<file path="config.mk">
export PLATFORM = sky130hd
export DESIGN_NAME = video_timing_gen
export DESIGN_NICKNAME = d
export VERILOG_FILES = /design/src/rtl/vtg_pkg.sv /design/src/rtl/vtg_pattern.sv /design/src/rtl/video_timing_gen.sv
export SDC_FILE = /design/constraint.sdc
export NUM_CORES = 1
export LEC_CHECK = 0
export ABC_AREA = 1
export BUFFER_PORTS_ARGS = -buffer_cell sky130_fd_sc_hd__buf_2
export CORE_ASPECT_RATIO = 0.5
export CORE_MARGIN = 2
export CORE_UTILIZATION = 35
export DETAILED_ROUTE_END_ITERATION = 10
export RECOVER_POWER = 25
export SKIP_CTS_REPAIR_TIMING = 1
export SYNTH_ARGS = -nofsm -noshare
export SYNTH_HDL_FRONTEND = slang
export SYNTH_SLANG_ARGS = --single-unit
</file>
<file path="constraint.sdc">
create_clock -name clk -period 1.82 [get_ports clk]
set_input_delay 0 -clock clk [delete_from_list [all_inputs] [get_ports clk]]
set_output_delay 0 -clock clk [all_outputs]
set_load 0.02 [all_outputs]
</file>
<file path="src/rtl/vtg_pkg.sv">
// rtl/vtg_pkg.sv - pattern enum, bar colour table and timing presets for video_timing_gen
package vtg_pkg;

    typedef enum logic [1:0] {
        PAT_SOLID  = 2'd0,
        PAT_STRIPE = 2'd1,
        PAT_BARS   = 2'd2,
        PAT_CHECK  = 2'd3
    } pattern_e;

    localparam logic [23:0] RGB_WHITE   = 24'hFFFFFF;
    localparam logic [23:0] RGB_YELLOW  = 24'hFFFF00;
    localparam logic [23:0] RGB_CYAN    = 24'h00FFFF;
    localparam logic [23:0] RGB_GREEN   = 24'h00FF00;
    localparam logic [23:0] RGB_MAGENTA = 24'hFF00FF;
    localparam logic [23:0] RGB_RED     = 24'hFF0000;
    localparam logic [23:0] RGB_BLUE    = 24'h0000FF;
    localparam logic [23:0] RGB_BLACK   = 24'h000000;

    // Index 0 is the leftmost bar on screen.
    localparam logic [7:0][23:0] BAR_COLOURS = {
        RGB_BLACK, RGB_BLUE, RGB_RED, RGB_MAGENTA,
        RGB_GREEN, RGB_CYAN, RGB_YELLOW, RGB_WHITE
    };

    typedef struct packed {
        int h_active;
        int h_fp;
        int h_sync;
        int h_bp;
        int v_active;
        int v_fp;
        int v_sync;
        int v_bp;
    } vtg_timing_t;

    localparam vtg_timing_t VTG_640X480_60 = '{
        h_active: 640, h_fp: 16, h_sync: 96,  h_bp: 48,
        v_active: 480, v_fp: 10, v_sync: 2,   v_bp: 33
    };

    localparam vtg_timing_t VTG_800X600_60 = '{
        h_active: 800, h_fp: 40, h_sync: 128, h_bp: 88,
        v_active: 600, v_fp: 1,  v_sync: 4,   v_bp: 23
    };

    function automatic int vtg_total(input int active, input int fp, input int sync, input int bp);
        return active + fp + sync + bp;
    endfunction

endpackage

</file>
<file path="src/rtl/vtg_pattern.sv">
// rtl/vtg_pattern.sv - registered test pattern generator, instantiated only when VTG_PATTERN_EN is defined
module vtg_pattern
    import vtg_pkg::*;
#(
    parameter int H_ACTIVE = 640,
    parameter int COORD_W  = 12
) (
    input  logic               clk,
    input  logic               reset_n,
    input  logic               enable,
    input  logic [1:0]         pattern_sel,
    input  logic [COORD_W-1:0] h_cnt,
    input  logic [COORD_W-1:0] v_cnt,
    input  logic               active,
    output logic [23:0]        rgb
);

    localparam logic [COORD_W-1:0] BAR_LAST = COORD_W'(H_ACTIVE / 8 - 1);

    generate
        if (COORD_W < 5) begin : g_coord_w_check
            $fatal(1, "vtg_pattern: COORD_W must be at least 5 for the 16x16 checker");
        end
    endgenerate

    pattern_e           pat_q;
    pattern_e           pat_cur;
    logic               line_start;
    logic               frame_origin;
    logic [COORD_W-1:0] bar_px_q;
    logic [COORD_W-1:0] bar_px_cur;
    logic [2:0]         bar_idx_q;
    logic [2:0]         bar_idx_cur;
    logic [23:0]        rgb_next;

    // Pattern is latched at the frame origin so one frame never mixes patterns;
    // the bar counter is forced to zero on the first pixel of every line.
    always_comb begin
        line_start   = (h_cnt == '0);
        frame_origin = line_start && (v_cnt == '0);
        pat_cur      = frame_origin ? pattern_e'(pattern_sel) : pat_q;
        bar_px_cur   = line_start ? '0 : bar_px_q;
        bar_idx_cur  = line_start ? '0 : bar_idx_q;
    end

    // Colour for the current counter position; black outside the active region.
    always_comb begin
        rgb_next = RGB_BLACK;
        if (active) begin
            case (pat_cur)
                PAT_SOLID:  rgb_next = RGB_WHITE;
                PAT_STRIPE: rgb_next = v_cnt[1] ? RGB_RED : RGB_GREEN;
                PAT_BARS:   rgb_next = BAR_COLOURS[bar_idx_cur];
                PAT_CHECK:  rgb_next = (h_cnt[4] ^ v_cnt[4]) ? RGB_WHITE : RGB_BLACK;
                default:    rgb_next = RGB_BLACK;
            endcase
        end
    end

    // Pattern register, per-line bar counter and the rgb output stage.
    always_ff @(posedge clk or negedge reset_n) begin
        if (!reset_n) begin
            pat_q     <= PAT_SOLID;
            bar_px_q  <= '0;
            bar_idx_q <= '0;
            rgb       <= '0;
        end else if (enable) begin
            pat_q <= pat_cur;
            if (bar_px_cur == BAR_LAST) begin
                bar_px_q  <= '0;
                bar_idx_q <= bar_idx_cur + 3'd1;
            end else begin
                bar_px_q  <= bar_px_cur + COORD_W'(1);
                bar_idx_q <= bar_idx_cur;
            end
            rgb <= rgb_next;
        end
    end

endmodule

</file>
<file path="src/rtl/video_timing_gen.sv">
// rtl/video_timing_gen.sv - video timing generator top; test pattern built only when VTG_PATTERN_EN is defined
module video_timing_gen
    import vtg_pkg::*;
#(
    parameter int H_ACTIVE  = 640,
    parameter int H_FP      = 16,
    parameter int H_SYNC    = 96,
    parameter int H_BP      = 48,
    parameter int V_ACTIVE  = 480,
    parameter int V_FP      = 10,
    parameter int V_SYNC    = 2,
    parameter int V_BP      = 33,
    parameter bit HSYNC_POL = 1'b0,
    parameter bit VSYNC_POL = 1'b0,
    parameter int COORD_W   = 12
) (
    input  logic               clk,
    input  logic               reset_n,
    input  logic               enable,
    input  logic [1:0]         pattern_sel,
    output logic               de,
    output logic               hsync,
    output logic               vsync,
    output logic [COORD_W-1:0] pix_x,
    output logic [COORD_W-1:0] pix_y,
    output logic [23:0]        rgb,
    output logic               frame_start,
    output logic [15:0]        frame_cnt
);

    localparam int H_TOTAL = vtg_total(H_ACTIVE, H_FP, H_SYNC, H_BP);
    localparam int V_TOTAL = vtg_total(V_ACTIVE, V_FP, V_SYNC, V_BP);

    generate
        if ((H_ACTIVE % 8) != 0) begin : g_h_active_check
            $fatal(1, "video_timing_gen: H_ACTIVE must be a multiple of 8");
        end
        if (H_ACTIVE == 0 || H_FP == 0 || H_SYNC == 0 || H_BP == 0 ||
            V_ACTIVE == 0 || V_FP == 0 || V_SYNC == 0 || V_BP == 0) begin : g_zero_check
            $fatal(1, "video_timing_gen: timing parameters must be non-zero");
        end
        if (H_TOTAL > (1 << COORD_W) || V_TOTAL > (1 << COORD_W)) begin : g_coord_check
            $fatal(1, "video_timing_gen: line or frame total does not fit in COORD_W");
        end
    endgenerate

    localparam logic [COORD_W-1:0] H_LAST    = COORD_W'(H_TOTAL - 1);
    localparam logic [COORD_W-1:0] V_LAST    = COORD_W'(V_TOTAL - 1);
    localparam logic [COORD_W-1:0] H_ACT_END = COORD_W'(H_ACTIVE);
    localparam logic [COORD_W-1:0] V_ACT_END = COORD_W'(V_ACTIVE);
    localparam logic [COORD_W-1:0] HS_START  = COORD_W'(H_ACTIVE + H_FP);
    localparam logic [COORD_W-1:0] HS_END    = COORD_W'(H_ACTIVE + H_FP + H_SYNC);
    localparam logic [COORD_W-1:0] VS_START  = COORD_W'(V_ACTIVE + V_FP);
    localparam logic [COORD_W-1:0] VS_END    = COORD_W'(V_ACTIVE + V_FP + V_SYNC);

    logic [COORD_W-1:0] h_cnt;
    logic [COORD_W-1:0] v_cnt;
    logic               h_last;
    logic               v_last;
    logic               active;
    logic               hs_on;
    logic               vs_on;

    // Region decode of the current counter position.
    always_comb begin
        h_last = (h_cnt == H_LAST);
        v_last = (v_cnt == V_LAST);
        active = (h_cnt < H_ACT_END) && (v_cnt < V_ACT_END);
        hs_on  = (h_cnt >= HS_START) && (h_cnt < HS_END);
        vs_on  = (v_cnt >= VS_START) && (v_cnt < VS_END);
    end

    // Raster counters: h advances every enabled cycle, v advances on h wrap.
    always_ff @(posedge clk or negedge reset_n) begin
        if (!reset_n) begin
            h_cnt <= '0;
            v_cnt <= '0;
        end else if (enable) begin
            if (h_last) begin
                h_cnt <= '0;
                v_cnt <= v_last ? '0 : v_cnt + COORD_W'(1);
            end else begin
                h_cnt <= h_cnt + COORD_W'(1);
            end
        end
    end

    // Output stage: every output reflects the counter state of the previous enabled edge.
    always_ff @(posedge clk or negedge reset_n) begin
        if (!reset_n) begin
            de          <= 1'b0;
            hsync       <= ~HSYNC_POL;
            vsync       <= ~VSYNC_POL;
            pix_x       <= '0;
            pix_y       <= '0;
            frame_start <= 1'b0;
            frame_cnt   <= '0;
        end else if (enable) begin
            de          <= active;
            hsync       <= hs_on ? HSYNC_POL : ~HSYNC_POL;
            vsync       <= vs_on ? VSYNC_POL : ~VSYNC_POL;
            pix_x       <= active ? h_cnt : '0;
            pix_y       <= active ? v_cnt : '0;
            frame_start <= (h_cnt == '0) && (v_cnt == '0);
            if (h_last && v_last) begin
                frame_cnt <= frame_cnt + 16'd1;
            end
        end
    end

`ifdef VTG_PATTERN_EN
    vtg_pattern #(
        .H_ACTIVE (H_ACTIVE),
        .COORD_W  (COORD_W)
    ) u_pattern (
        .clk         (clk),
        .reset_n     (reset_n),
        .enable      (enable),
        .pattern_sel (pattern_sel),
        .h_cnt       (h_cnt),
        .v_cnt       (v_cnt),
        .active      (active),
        .rgb         (rgb)
    );
`else
    logic unused_pattern_sel;
    assign unused_pattern_sel = ^pattern_sel;
    assign rgb = '0;
`endif

endmodule

</file>
==> flow_summary.toml <==
[worst_hold_path]
min-delay-path-class = "in2async"

[run]
maxCapViolations = 0

[yosys]
number_of_enable_type_register_cells_in_the_synthesized_netlist = 0
synthDominantCellAreaShare_pct = 44.8
postSynthRegisterBits = 68
post_synth_inst_count = 471
synth_top_flop_cell = "sky130_fd_sc_hd__dfrtp_1"
post_synth_xor_area_fraction_pct = 5.23
synth_fa_ha_area_share_pct = 1.70
combinational_family_with_the_most_area_after_synthesis = "simple AND/OR/NAND/NOR gates"
synth_warnings = 0
fraction_of_the_mapped_netlist_area_in_simple_logic_gates_pct = 29.7
synth_mux_area_share_pct = 0
share_of_synthesized_area_occupied_by_flip_flops_and_latches_pct = 46.2
post_synthesis_compound_gate_area_fraction_pct = 5.70
synthesis.area_per_instance_um2 = 7.82
async_reset_ff_share_pct = 100
synth_cell_types = 29
synth.cell_area_um2 = 3680
synth.top_cells.by_area = "sky130_fd_sc_hd__dfrtp_1 45%, sky130_fd_sc_hd__nand2_1 15%, sky130_fd_sc_hd__nor2_1 5.5%, sky130_fd_sc_hd__buf_4 5.1%, sky130_fd_sc_hd__inv_1 4.7%"
post-synth-top-area-cell = "sky130_fd_sc_hd__dfrtp_1"

[global_routing]
grt.total_usage_pct = 15.9
grt_first_pass_wirelength_um = 14200
grt_pass1_vias = 2893
grt_antenna_before_repair = 0
grt_remaining_overflow = 0
maximum_number_of_pins_on_one_net_before_global_route_repair = 69

[drt]
post-route-drc-count = 0
num_vias = 3073
route.antenna.remaining_nets = 0
vias_per_cell = 4.52
wl_um = 8310
drt_pass1_iterations = 4
drt_first_iter_violations = 207
avgRoutedWirePerCell_um = 12.2

[clock_tree]
clock_tree_from_tritoncts = "done"
cts_made_buffers = 9
clockRootBuffer = "sky130_fd_sc_hd__clkbuf_16"
insertion_delay_to_the_later_sink_of_the_worst_skew_pair_ps = 340
clk_pin_slew_worst_paths_ps = 60
ctsLongestPathBuffers = 2
htree_num_levels = 3
cts.sink_count = 68

[cells_and_area]
syn_to_final_growth_pct = 19.1
layout_cells_sized_above_1_pct = 17.2
multi_input_comb_area_um2 = 1670
design.final.nets = 545
num_antenna_cells = 0
seqCellArea_um2 = 1700
layout.cell_area.non_filler_um2 = 4390
nFillCells = 1026

[sta]
setup_slack_ps = 157
setup_tns_ps = 0
final.min_clock_period_ps = 1660
final_min_period_over_clock_period_pct = 91.4
timing.final.max_slew_violations = 0
hold_viol_final = 0
worst_pin_slew_ps = 942
grt_setup_unrepaired = "no"
finalSetupViolations = 0
clock_skew_ps = 7.19
relSlewSlack_pct = 37.2
achievable-frequency_mhz = 601

[die]
io_pins = 73
die_h_um = 76.6
rows = 26
die-width_um = 149
core_um2 = 10200
initial_core_util_pct = 36.1
die-area_um2 = 11400

[placement]
port-buffer-count = 46
placedInstanceArea_um2 = 4060
post-place-ws_ps = 166
dp_hpwl_um = 5840
gp_congestion = 0.824

[critical_path]
worstPathMaxFanout = 8
cp_data_arrival_time_ps = 1940
path_class = "reg2reg"
critical_path_required_ps = 2090
critical_path.endpoint_type = "flop"
worstSetupStartpointType = "flop"

[pwr]
power.density_nw_per_um2 = 893
total_power_mw = 3.92
max-vdd-ir-drop_mv = 0.383
power.leakage_nw = 2.24

[status]
outcome = "complete, no violations"
cells in the mapped netlist, drive strengths merged, types with 2 or more instances:
library cell	instances
dfstp	2
clkbuf	3
buf	29
xor2	16
nor2	57
nand3	28
nand4	8
inv	48
xnor2	6
o21ai	35
dfrtp	66
a21oi	4
nor3	12
nand2	149
ha	5
stage by stage:
step	std cells	hold WS [ps]	util [%]
finish	680	451	43.0
global placement	661	49.6	39.8
global route	680	502	43.0
floorplan	494	-296	-
detailed placement	661	52.7	39.8
CTS	677	-311	42.7
cell families after synthesis:
| group | count (synthesis) |
|---|---|
| xor+xnor | 22 |
| compound gates | 41 |
| buf+inv | 80 |
| fa+ha+maj | 5 |
| simple gates | 254 |
| flops | 68 |
| other cells | 1 |
report_power, final:
part / internal, mW / switching, mW
Sequential: 1.60 / 0.0856
Clock: 1.09 / 0.676
Combinational: 0.129 / 0.336
Total: 2.82 / 1.10
worst max-delay path, stage by stage, from the launching register on:
cell	delay (ps)
sky130_fd_sc_hd__dfrtp_1	410
sky130_fd_sc_hd__inv_2	80
sky130_fd_sc_hd__ha_2	180
sky130_fd_sc_hd__inv_1	40
sky130_fd_sc_hd__nor2_1	90
sky130_fd_sc_hd__nand3_1	110
sky130_fd_sc_hd__nor2_4	200
sky130_fd_sc_hd__nand2_4	110
sky130_fd_sc_hd__nor2_4	220
sky130_fd_sc_hd__nand2_1	80
sky130_fd_sc_hd__nand2_1	60
layout make-up:
cell class | count | area share (%)
Sequential cell | 68 | 38.8
Inverter | 48 | 4.11
Timing Repair Buffer | 61 | 8.21
Tap cell | 140 | 3.99
Clock buffer | 10 | 5.45
Clock inverter | 6 | 1.45
Multi-Input combinational cell | 347 | 38.0
layer usage:
metal,vias to the layer above,share of wire [%],track usage [%],wire length [µm]
met4,0,0.73,5.14,61
met3,4,4.2,5.15,348
li1,1563,-,-,-
met5,-,0,0,0
met2,65,44,23.9,3620
met1,1441,51,21.7,4280
registers in the layout, summed over array words and instances (netlist names):
name         cells
frame_start      1
h_cnt           12
de               1
pix_y           12
hsync            1
vsync            1
frame_cnt       16
v_cnt           12
pix_x           12
cell usage in the layout (no fill, tap or decap), types with 9 or more instances in the layout:
cell type / instances
sky130_fd_sc_hd__clkbuf_16: 9
sky130_fd_sc_hd__conb_1: 24
sky130_fd_sc_hd__nand2_1: 146
sky130_fd_sc_hd__o21ai_0: 29
sky130_fd_sc_hd__xor2_1: 16
sky130_fd_sc_hd__nor2_1: 53
sky130_fd_sc_hd__inv_1: 45
sky130_fd_sc_hd__dfrtp_1: 66
sky130_fd_sc_hd__buf_2: 46
sky130_fd_sc_hd__buf_4: 11
sky130_fd_sc_hd__nand3_1: 26
sky130_fd_sc_hd__nor3_1: 10
final timing paths:
| path | from | to | slack (ps) | depth (start not counted) |
|---|---|---|---|---|
| setup / recovery | v_cnt[0] | frame_cnt[11] | 160 | 10 |
| hold / removal | reset_n | pix_x[10] | 450 | 3 |
| setup reg to reg | v_cnt[0] | frame_cnt[11] | 160 | 10 |
| hold reg to reg | pix_x[8] | pix_x[8] | 480 | 2 |
| max in group asynchronous | reset_n | frame_cnt[2] | 770 | 3 |
| min in group clk | pix_x[8] | pix_x[8] | 480 | 2 |
(Power assumes the default switching activity.)
